--- config.mk ---
export PLATFORM = sky130hd
export DESIGN_NAME = alu_rf_sequencer
export DESIGN_NICKNAME = d
export VERILOG_FILES = /design/src/rtl/alu_rf_sequencer.sv
export SDC_FILE = /design/constraint.sdc
export NUM_CORES = 1
export LEC_CHECK = 0
export ABC_AREA = 1
export BUFFER_PORTS_ARGS = -buffer_cell sky130_fd_sc_hd__buf_2
export CAP_MARGIN = 20
export CORE_MARGIN = 2
export CORE_UTILIZATION = 48
export CTS_CLUSTER_DIAMETER = 200
export DETAILED_ROUTE_END_ITERATION = 10
export PLACE_DENSITY = 0.75
export SLEW_MARGIN = 10
export SYNTH_ARGS = -nofsm -noshare
export SYNTH_HDL_FRONTEND = slang
export SYNTH_SLANG_ARGS = --single-unit
--- constraint.sdc ---
create_clock -name clk -period 2.51 [get_ports clk]
set_clock_uncertainty 0.1 [all_clocks]
set_input_delay 0.1255 -clock clk [delete_from_list [all_inputs] [get_ports clk]]
set_output_delay 0.1255 -clock clk [all_outputs]
set_load 0.02 [all_outputs]
--- src/rtl/alu_rf_sequencer.sv ---
// Command-side sequencer for the ALU/register-file datapath: FIFO-buffered instructions in,
// one issue at a time, captured result/flags out. Optional macro CMP_NOWB_EN suppresses writeback for CMP_OPCODE.
module alu_rf_sequencer #(
    parameter int unsigned DATA_W     = 16,
    parameter int unsigned FIFO_DEPTH = 4,
    parameter logic [3:0]  CMP_OPCODE = 4'hB
) (
    input  logic              clk,
    input  logic              reset,
    input  logic              cmd_valid,
    output logic              cmd_ready,
    input  logic [15:0]       cmd_instr,
    output logic [3:0]        ra1,
    output logic [3:0]        ra2,
    output logic [3:0]        inst,
    output logic              regwrite,
    input  logic [DATA_W-1:0] result,
    input  logic [DATA_W-1:0] flagreg,
    output logic              rsp_valid,
    input  logic              rsp_ready,
    output logic [DATA_W-1:0] rsp_result,
    output logic [DATA_W-1:0] rsp_flags
);

    localparam int unsigned ENTRY_W = 12;
    localparam int unsigned IDX_W   = $clog2(FIFO_DEPTH);
    localparam int unsigned PTR_W   = IDX_W + 1;

    typedef enum logic [1:0] {
        IDLE  = 2'd0,
        ISSUE = 2'd1,
        WRITE = 2'd2,
        RESP  = 2'd3
    } state_t;

    // FIFO entries keep only the fields the datapath uses: {opcode, Rdest, Rsrc}
    logic [ENTRY_W-1:0] fifo_q [FIFO_DEPTH];
    logic [ENTRY_W-1:0] head_c;

    logic [PTR_W-1:0]  wr_ptr_q, wr_ptr_d;
    logic [PTR_W-1:0]  rd_ptr_q, rd_ptr_d;
    logic [PTR_W-1:0]  count_c;
    logic [PTR_W-1:0]  count_d;
    logic              empty_c;
    logic              push_c;
    logic              pop_c;
    logic              nowb_c;

    state_t            state_q, state_d;
    logic              cmd_ready_q, cmd_ready_d;
    logic              regwrite_q, regwrite_d;
    logic              rsp_valid_q, rsp_valid_d;
    logic [3:0]        ra1_q, ra1_d;
    logic [3:0]        ra2_q, ra2_d;
    logic [3:0]        inst_q, inst_d;
    logic [DATA_W-1:0] rsp_result_q, rsp_result_d;
    logic [DATA_W-1:0] rsp_flags_q, rsp_flags_d;

    logic              unused_c;
    assign unused_c = ^{cmd_instr[7:4], CMP_OPCODE};

    // FIFO occupancy; cmd_ready is registered from next-cycle occupancy
    assign count_c  = wr_ptr_q - rd_ptr_q;
    assign empty_c  = (count_c == '0);
    assign push_c   = cmd_valid && cmd_ready_q;
    assign head_c   = fifo_q[rd_ptr_q[IDX_W-1:0]];
    assign wr_ptr_d = wr_ptr_q + PTR_W'(push_c);
    assign rd_ptr_d = rd_ptr_q + PTR_W'(pop_c);
    assign count_d  = wr_ptr_d - rd_ptr_d;
    assign cmd_ready_d = (count_d != PTR_W'(FIFO_DEPTH));

`ifdef CMP_NOWB_EN
    assign nowb_c = (inst_q == CMP_OPCODE);
`else
    assign nowb_c = 1'b0;
`endif

    // Next-state and pop decision
    always_comb begin
        state_d = state_q;
        pop_c   = 1'b0;
        case (state_q)
            IDLE: begin
                if (!empty_c) begin
                    pop_c   = 1'b1;
                    state_d = ISSUE;
                end
            end
            ISSUE: state_d = WRITE;
            WRITE: state_d = RESP;
            RESP: begin
                if (rsp_ready) begin
                    if (!empty_c) begin
                        pop_c   = 1'b1;
                        state_d = ISSUE;
                    end else begin
                        state_d = IDLE;
                    end
                end
            end
            default: state_d = IDLE;
        endcase
    end

    // Registered outputs derived from the next state
    always_comb begin
        ra1_d        = ra1_q;
        ra2_d        = ra2_q;
        inst_d       = inst_q;
        rsp_result_d = rsp_result_q;
        rsp_flags_d  = rsp_flags_q;
        regwrite_d   = (state_d == WRITE) && !nowb_c;
        rsp_valid_d  = (state_d == RESP);
        if (pop_c) begin
            inst_d = head_c[11:8];
            ra1_d  = head_c[7:4];
            ra2_d  = head_c[3:0];
        end
        // Operands are captured at the writeback edge, so they reflect pre-writeback state
        if (state_q == WRITE) begin
            rsp_result_d = result;
            rsp_flags_d  = flagreg;
        end
    end

    always_ff @(posedge clk) begin
        if (reset) begin
            state_q      <= IDLE;
            wr_ptr_q     <= '0;
            rd_ptr_q     <= '0;
            cmd_ready_q  <= 1'b1;
            regwrite_q   <= 1'b0;
            rsp_valid_q  <= 1'b0;
            ra1_q        <= '0;
            ra2_q        <= '0;
            inst_q       <= '0;
            rsp_result_q <= '0;
            rsp_flags_q  <= '0;
        end else begin
            state_q      <= state_d;
            wr_ptr_q     <= wr_ptr_d;
            rd_ptr_q     <= rd_ptr_d;
            cmd_ready_q  <= cmd_ready_d;
            regwrite_q   <= regwrite_d;
            rsp_valid_q  <= rsp_valid_d;
            ra1_q        <= ra1_d;
            ra2_q        <= ra2_d;
            inst_q       <= inst_d;
            rsp_result_q <= rsp_result_d;
            rsp_flags_q  <= rsp_flags_d;
        end
    end

    // FIFO storage needs no reset; pointers define validity
    always_ff @(posedge clk) begin
        if (push_c) begin
            fifo_q[wr_ptr_q[IDX_W-1:0]] <= {cmd_instr[15:8], cmd_instr[3:0]};
        end
    end

    assign cmd_ready  = cmd_ready_q;
    assign regwrite   = regwrite_q;
    assign rsp_valid  = rsp_valid_q;
    assign ra1        = ra1_q;
    assign ra2        = ra2_q;
    assign inst       = inst_q;
    assign rsp_result = rsp_result_q;
    assign rsp_flags  = rsp_flags_q;

endmodule

==> results of run 1 <==
critical path, delay by kind of cell (launching register included):
family	cells	cell delay, ns
DFF	1	0.38
buffers and inverters	5	0.34
and+or+nand+nor	5	0.33
AOI/OAI and AO/OA	1	0.16
adders and majority gates	4	0.89
power by group through the flow:
stage | Clock [mW] | Sequential, mW | Combinational [mW]
final | 0.980 | 2.32 | 2.59
after global routing | 1.05 | 2.35 | 2.92
after CTS | 0.997 | 2.30 | 2.52
after detailed placement | 0 | 2.34 | 2.45
after global placement | 0 | 2.32 | 2.37
after floorplan | 0 | 2.63 | 1.57
state kept, by name (all words and copies together), names as in the netlist:
name	cells
fifo_q	48
rsp_flags	16
rsp_result	16
inst	4
ra1	4
ra2	4
rd_ptr_q	3
wr_ptr_q	3
state_q	2
cmd_ready	1
regwrite	1
rsp_valid	1
cells by family after synthesis:
| family | synth area share [%] |
|---|---|
| adders and majority gates | 3.72 |
| DFF | 58.2 |
| buffers and inverters | 8.47 |
| AOI/OAI and AO/OA | 6.04 |
| and+or+nand+nor | 22.8 |
| xor gates and xnor gates | 0.801 |
worst max-delay path by stage:
stage / from / slack, ns / depth (start not counted) / end
detailed placement: wr_ptr_q[0]$_SDFF_PP0_ / 0.08 / 17 / cmd_ready$_SDFF_PP1_
global route: rd_ptr_q[1]$_SDFF_PP0_ / 0.007 / 17 / cmd_ready$_SDFF_PP1_
floorplan: rd_ptr_q[1]$_SDFF_PP0_ / -0.04 / 20 / cmd_ready$_SDFF_PP1_
finish: state_q[0]$_SDFF_PP0_ / 0.18 / 15 / cmd_ready$_SDFF_PP1_
CTS: wr_ptr_q[0]$_SDFF_PP0_ / 0.05 / 17 / cmd_ready$_SDFF_PP1_
global placement: wr_ptr_q[0]$_SDFF_PP0_ / 0.14 / 17 / cmd_ready$_SDFF_PP1_
layout by cell type, fill, tap and decap left out, drive strengths merged, types with 14 or more instances in the layout:
cell type | netlist | final
buf | 10 | 107
edfxtp | 48 | 48
o21ai | 33 | 33
inv | 62 | 65
dfxtp | 55 | 55
a21oi | 16 | 16
dlygate4sd3 | 0 | 45
nand2 | 91 | 91
nand3 | 14 | 14
nor2 | 135 | 135
metal layers:
metal / GRT usage, % / vias up
li1: - / 1840
met1: 24.5 / 1703
met2: 35.0 / 89
met3: 3.09 / 26
met4: 10.9 / 0
met5: 0 / -
layout make-up:
type	instances	area (um2)	area share, %
repair buffers	152	1020	18.1
inverters	62	240	4.26
well taps	108	135	2.40
multi-input cells	313	1510	26.7
clock buffers	11	141	2.51
flip-flops and latches	103	2550	45.2
clock inverters	5	45.0	0.799
timing repair:
| item | in CTS | in global routing |
|---|---|---|
| hold buffers | 45 | 0 |
| endpoints found under the hold margin | 81 | 0 |
| setup endpoints to repair | 0 | 1 |
| resized for setup | 0 | 10 |
| setup buffers | 0 | 1 |
==> reports/results.ini, run 1 <==
[detailed_routing]
drc=0
dr.pass1.iters=4
route.met3.wl_um=343
vias=3658
wl_met1_mm=4.16
drtIter0Drc=216
wire_per_inst_um=12.8
antenna_left=0
viasPerCell=4.85
wl_mm=9.69
wl_met2_mm=4.84
top_layer_used=met4

[floorplanning]
die_x_um=99.4
die_area_um2=9890
die_y_um=99.4
initial_core_util_pct=49.9
ios=99
coreArea_um2=8760
rows=34

[critical_path]
cp_cell_sequence=inv_2, ha_1, a21oi_2, nand2_2, inv_1, ha_2, ha_1, inv_1, ha_4, inv_1, nor2_1, nor2_1, inv_1, nand2_1, nand3_1
r2r_cells=15
critPathKind=reg -> reg
cp.required_ns=2.66
crit_fanout=5
cpPeakStageDelay_ns=0.38
reg2reg_setup_slack_ns=0.18
r2r_end=cmd_ready$_SDFF_PP1_
arrival_ns=2.48
crit_top_cell=inv_1
end_kind=register
timing.rr.start=state_q[0]$_SDFF_PP0_
cp-start-kind=register
cpMaxStageDelayCell=dfxtp_1

[clocking]
clock-root-buffer=clkbuf_8
clk_path_buf_depth=2
cts_tree=built
cts.sinks=103
clkLatencyLatePin_ns=0.36
numCtsBuffers=9
clkTransAtPathRegs_ns=0.10
htreeDepth=3

[layout]
drive_above_1_share_pct=22.8
fin_area_um2=5630
n_fill_cell=703
fin_nets=706
area_growth_pct=28.9
final_cells=754
antennaDiodeCount=0
fin_util_pct=64.3

[sta]
relSlewSlack_pct=67.2
hold_violations=0
rsz0062_at_grt=no
fin_ws_ns=0.184
fmax_mhz=430
finalSetupViolations=0
worst_pin_slew_ns=0.492
final.min_clock_period_ns=2.33
maxSlewViolCount=0
whs_ns=0.106
totalNegativeSetupSlack_ns=0
finalCritPeriodShare_pct=92.7

[power_and_ir_drop]
p_comb_share_pct=44.0
pwr-share-seq_pct=39.4
netSwitchingPower_mw=2.40
clkPwrFrac_pct=16.7
power_mw=5.89
ir_drop_v=0.000774
internal_power_mw=3.49
p_leak_nw=2.70
powerDensity_nw_per_um2=1040
switching_share_pct=40.8

[synth]
ys_seq_area_share_pct=58.2
synth_edf_count=48
syn-num-nets=565
synth_cell_types=24
yosysMostFrequentCell=nor2_1
async_reset_ff_share_pct=0
synth_area_um2=4370
synthTopCellsByCount=135 x nor2_1, 89 x nand2_1, 61 x inv_1, 55 x dfxtp_1, 48 x edfxtp_1
yosys.area.top_type=edfxtp_1
avgSynthCellArea_um2=8.74
netlist.area_leader.share_pct=33.0
synth_ff_type=dfxtp_1
yosys_warnings=0
ys_seq_elements=103
syn_inst=500
synth_area_leaders=edfxtp_1 33%, dfxtp_1 25%, nor2_1 12%

[worst_hold_path]
hold_path.class=in -> reg
hold_end=state_q[0]$_SDFF_PP0_
hold_start=rsp_ready
hold_depth=5

[global_routing]
gr-total-overflow=0
grt_pass1_vias=3558
grt_max_degree=50
track_usage_pct=20.3
grt_pass1_wl_mm=15.9
antenna_found_initial=0

[placement]
port_buffers=94
numPlacedInstances=692
dp_hpwl_mm=5.98
place_congestion=0.790
post_dp_cell_area_um2=4950
pre_cts_ws_ns=0.0837

[run]
cap_viol_max_count=0

[status]
status=finished clean

Power figures use the tool's default switching activity.
==> inputs of run 2 (changes only) <==
- CORE_ASPECT_RATIO: unset -> 2
==> run 2 against run 1 <==
Compared with the run above:
- largest power group unchanged
- sequential power hardly changed
- critical endpoint unchanged
- sequential share of layout area fell by 0.49 points
- cell area grew 1.2%
- worst hold slack got worse by 0.087 ns
- register-to-register slack about the same
==> reports/results.ini, run 2 (same netlist as run 1, synthesis figures left out) <==
[clocking]
numCtsBuffers=9  ; unchanged
cts.sinks=103  ; unchanged
clkTransAtPathRegs_ns=0.06  ; -0.04 ns
clk_path_buf_depth=2  ; unchanged
clock-root-buffer=clkbuf_16
clkLatencyLatePin_ns=0.34  ; -0.02 ns
cts_tree=built
htreeDepth=3  ; unchanged

[detailed_routing]
drc=0  ; unchanged
antenna_left=0  ; unchanged
drtIter0Drc=183  ; -15%
wl_met1_mm=3.72  ; -11%
wl_met2_mm=6.17  ; +27%
viasPerCell=4.96  ; +2.2%
dr.pass1.iters=5  ; +1
vias=3699  ; +1.1%
wl_mm=10.7  ; +10%
top_layer_used=met4
route.met3.wl_um=428  ; +25%
wire_per_inst_um=14.3  ; +12%

[sta]
worst_pin_slew_ns=0.475  ; -0.0176 ns
whs_ns=0.0190  ; -0.0873 ns
finalCritPeriodShare_pct=92.7  ; about the same
relSlewSlack_pct=68.3  ; +1.2 points
fmax_mhz=430  ; about the same
maxSlewViolCount=0  ; unchanged
finalSetupViolations=0  ; unchanged
final.min_clock_period_ns=2.33  ; +0.00140 ns
hold_violations=0  ; unchanged

[power_and_ir_drop]
power_mw=6.27  ; +6.6%
powerDensity_nw_per_um2=1100  ; +5.3%
ir_drop_v=0.000864  ; +12%
p_leak_nw=2.72  ; +0.70%

[placement]
dp_hpwl_mm=6.70  ; +12%
post_dp_cell_area_um2=4940  ; -0.30%
place_congestion=0.781  ; -1.2%
port_buffers=94  ; unchanged

[floorplanning]
rows=49  ; +44%
die_y_um=139  ; +40%
die_area_um2=9930  ; +0.46%
initial_core_util_pct=48.8  ; -1.0 points
coreArea_um2=8950  ; +2.1%
ios=99  ; unchanged
die_x_um=71.5  ; -28%

[global_routing]
gr-total-overflow=0  ; unchanged
antenna_found_initial=0  ; unchanged
track_usage_pct=22.1  ; +1.7 points
grt_max_degree=50  ; unchanged
grt_pass1_vias=3713  ; +4.4%
grt_pass1_wl_mm=16.8  ; +5.9%

[critical_path]
crit_top_cell=inv_1
crit_fanout=5  ; unchanged
cp.required_ns=2.64  ; -0.02 ns
end_kind=register
critPathKind=reg -> reg
cpMaxStageDelayCell=dfxtp_1
arrival_ns=2.46  ; -0.02 ns
cp-start-kind=register
cpPeakStageDelay_ns=0.38  ; about the same
cp_cell_sequence=inv_1, ha_1, a21oi_2, nand2_1, inv_1, ha_2, ha_1, inv_2, ha_4, inv_1, nor2_1, nor2_1, inv_1, nand2_1, nand3_1

[layout]
n_fill_cell=684  ; -2.7%
fin_area_um2=5700  ; +1.2%
fin_nets=704  ; -0.28%
final_common_cell=nor2_1
final_cell_mix=135 x nor2_1, 94 x buf_2, 89 x nand2_1, 57 x inv_1, 51 x dfxtp_1
drive_above_1_share_pct=22.4  ; -0.40 points
largest_reg_flops=48  ; unchanged
area_growth_pct=30.4
antennaDiodeCount=0  ; unchanged

[worst_hold_path]
hold_path.class=in -> reg

[run]
cap_viol_max_count=0  ; unchanged

[status]
status=finished clean

==> run 2: changes by cell type in the layout (fill, tap and decap cells not counted), sizes merged <==
cell / delta
inv: -3
clkinv: +1
buf: -1
clkinvlp: +3
dlygate4sd3: -1
clkbuf: -1
==> run 2: per-stage QoR <==
stage,setup slack (ns),setup TNS (ns),std cells,util [%]
after floorplan,-0.0380,-0.0380,500,-
after global placement,0.124,0,685,55.2
after detailed placement,0.0586,0,685,55.2
after CTS,0.0331,0,745,63.3
after global routing,-0.0260,-0.0260,746,63.7
final,0.183,0,746,63.7
==> run 2: worst max-delay path: cells and delay by family, from the launching register on <==
family / cells / cell delay, ns
and+or+nand+nor: 5 / 0.35
AOI/OAI and AO/OA: 1 / 0.14
buffers and inverters: 5 / 0.35
DFF: 1 / 0.38
adders and majority gates: 4 / 0.90
==> run 2: final timing paths <==
kind	slack (ns)	depth (start not counted)	startpoint	to
hold reg to reg	0.38	2	inst[1]$_SDFFE_PP0P_	inst[1]$_SDFFE_PP0P_
hold / removal	0.02	2	reset	wr_ptr_q[0]$_SDFF_PP0_
setup reg to reg	0.18	15	state_q[0]$_SDFF_PP0_	cmd_ready$_SDFF_PP1_
setup / recovery	0.18	15	state_q[0]$_SDFF_PP0_	cmd_ready$_SDFF_PP1_
==> run 2: cell type report <==
type / count / area (um2) / share of cell area (%)
flip-flops and latches: 103 / 2550 / 44.7
repair buffers: 150 / 1000 / 17.6
clock buffers: 10 / 229 / 4.02
inverters: 62 / 240 / 4.22
multi-input cells: 313 / 1490 / 26.1
clock inverters: 6 / 61.3 / 1.08
well taps: 102 / 128 / 2.24
==> run 2: where the power goes <==
part | switching [mW] | total (mW) | internal, mW
Clock | 0.589 | 1.36 | 0.767
Sequential | 0.173 | 2.33 | 2.15
Combinational | 1.70 | 2.59 | 0.887
==> run 2: repair_timing <==
item / in CTS / in global routing
resized for setup: 0 / 9
setup endpoints to repair: 0 / 1
hold endpoints to repair: 80 / 0
hold buffers: 44 / 0
setup buffers: 0 / 1
==> run 2: metal layers <==
layer | vias to the layer above | GRT usage (%)
met2 | 99 | 40.4
met1 | 1735 | 21.6
met5 | - | 0
li1 | 1833 | -
met4 | 0 | 13.8
met3 | 32 | 4.58
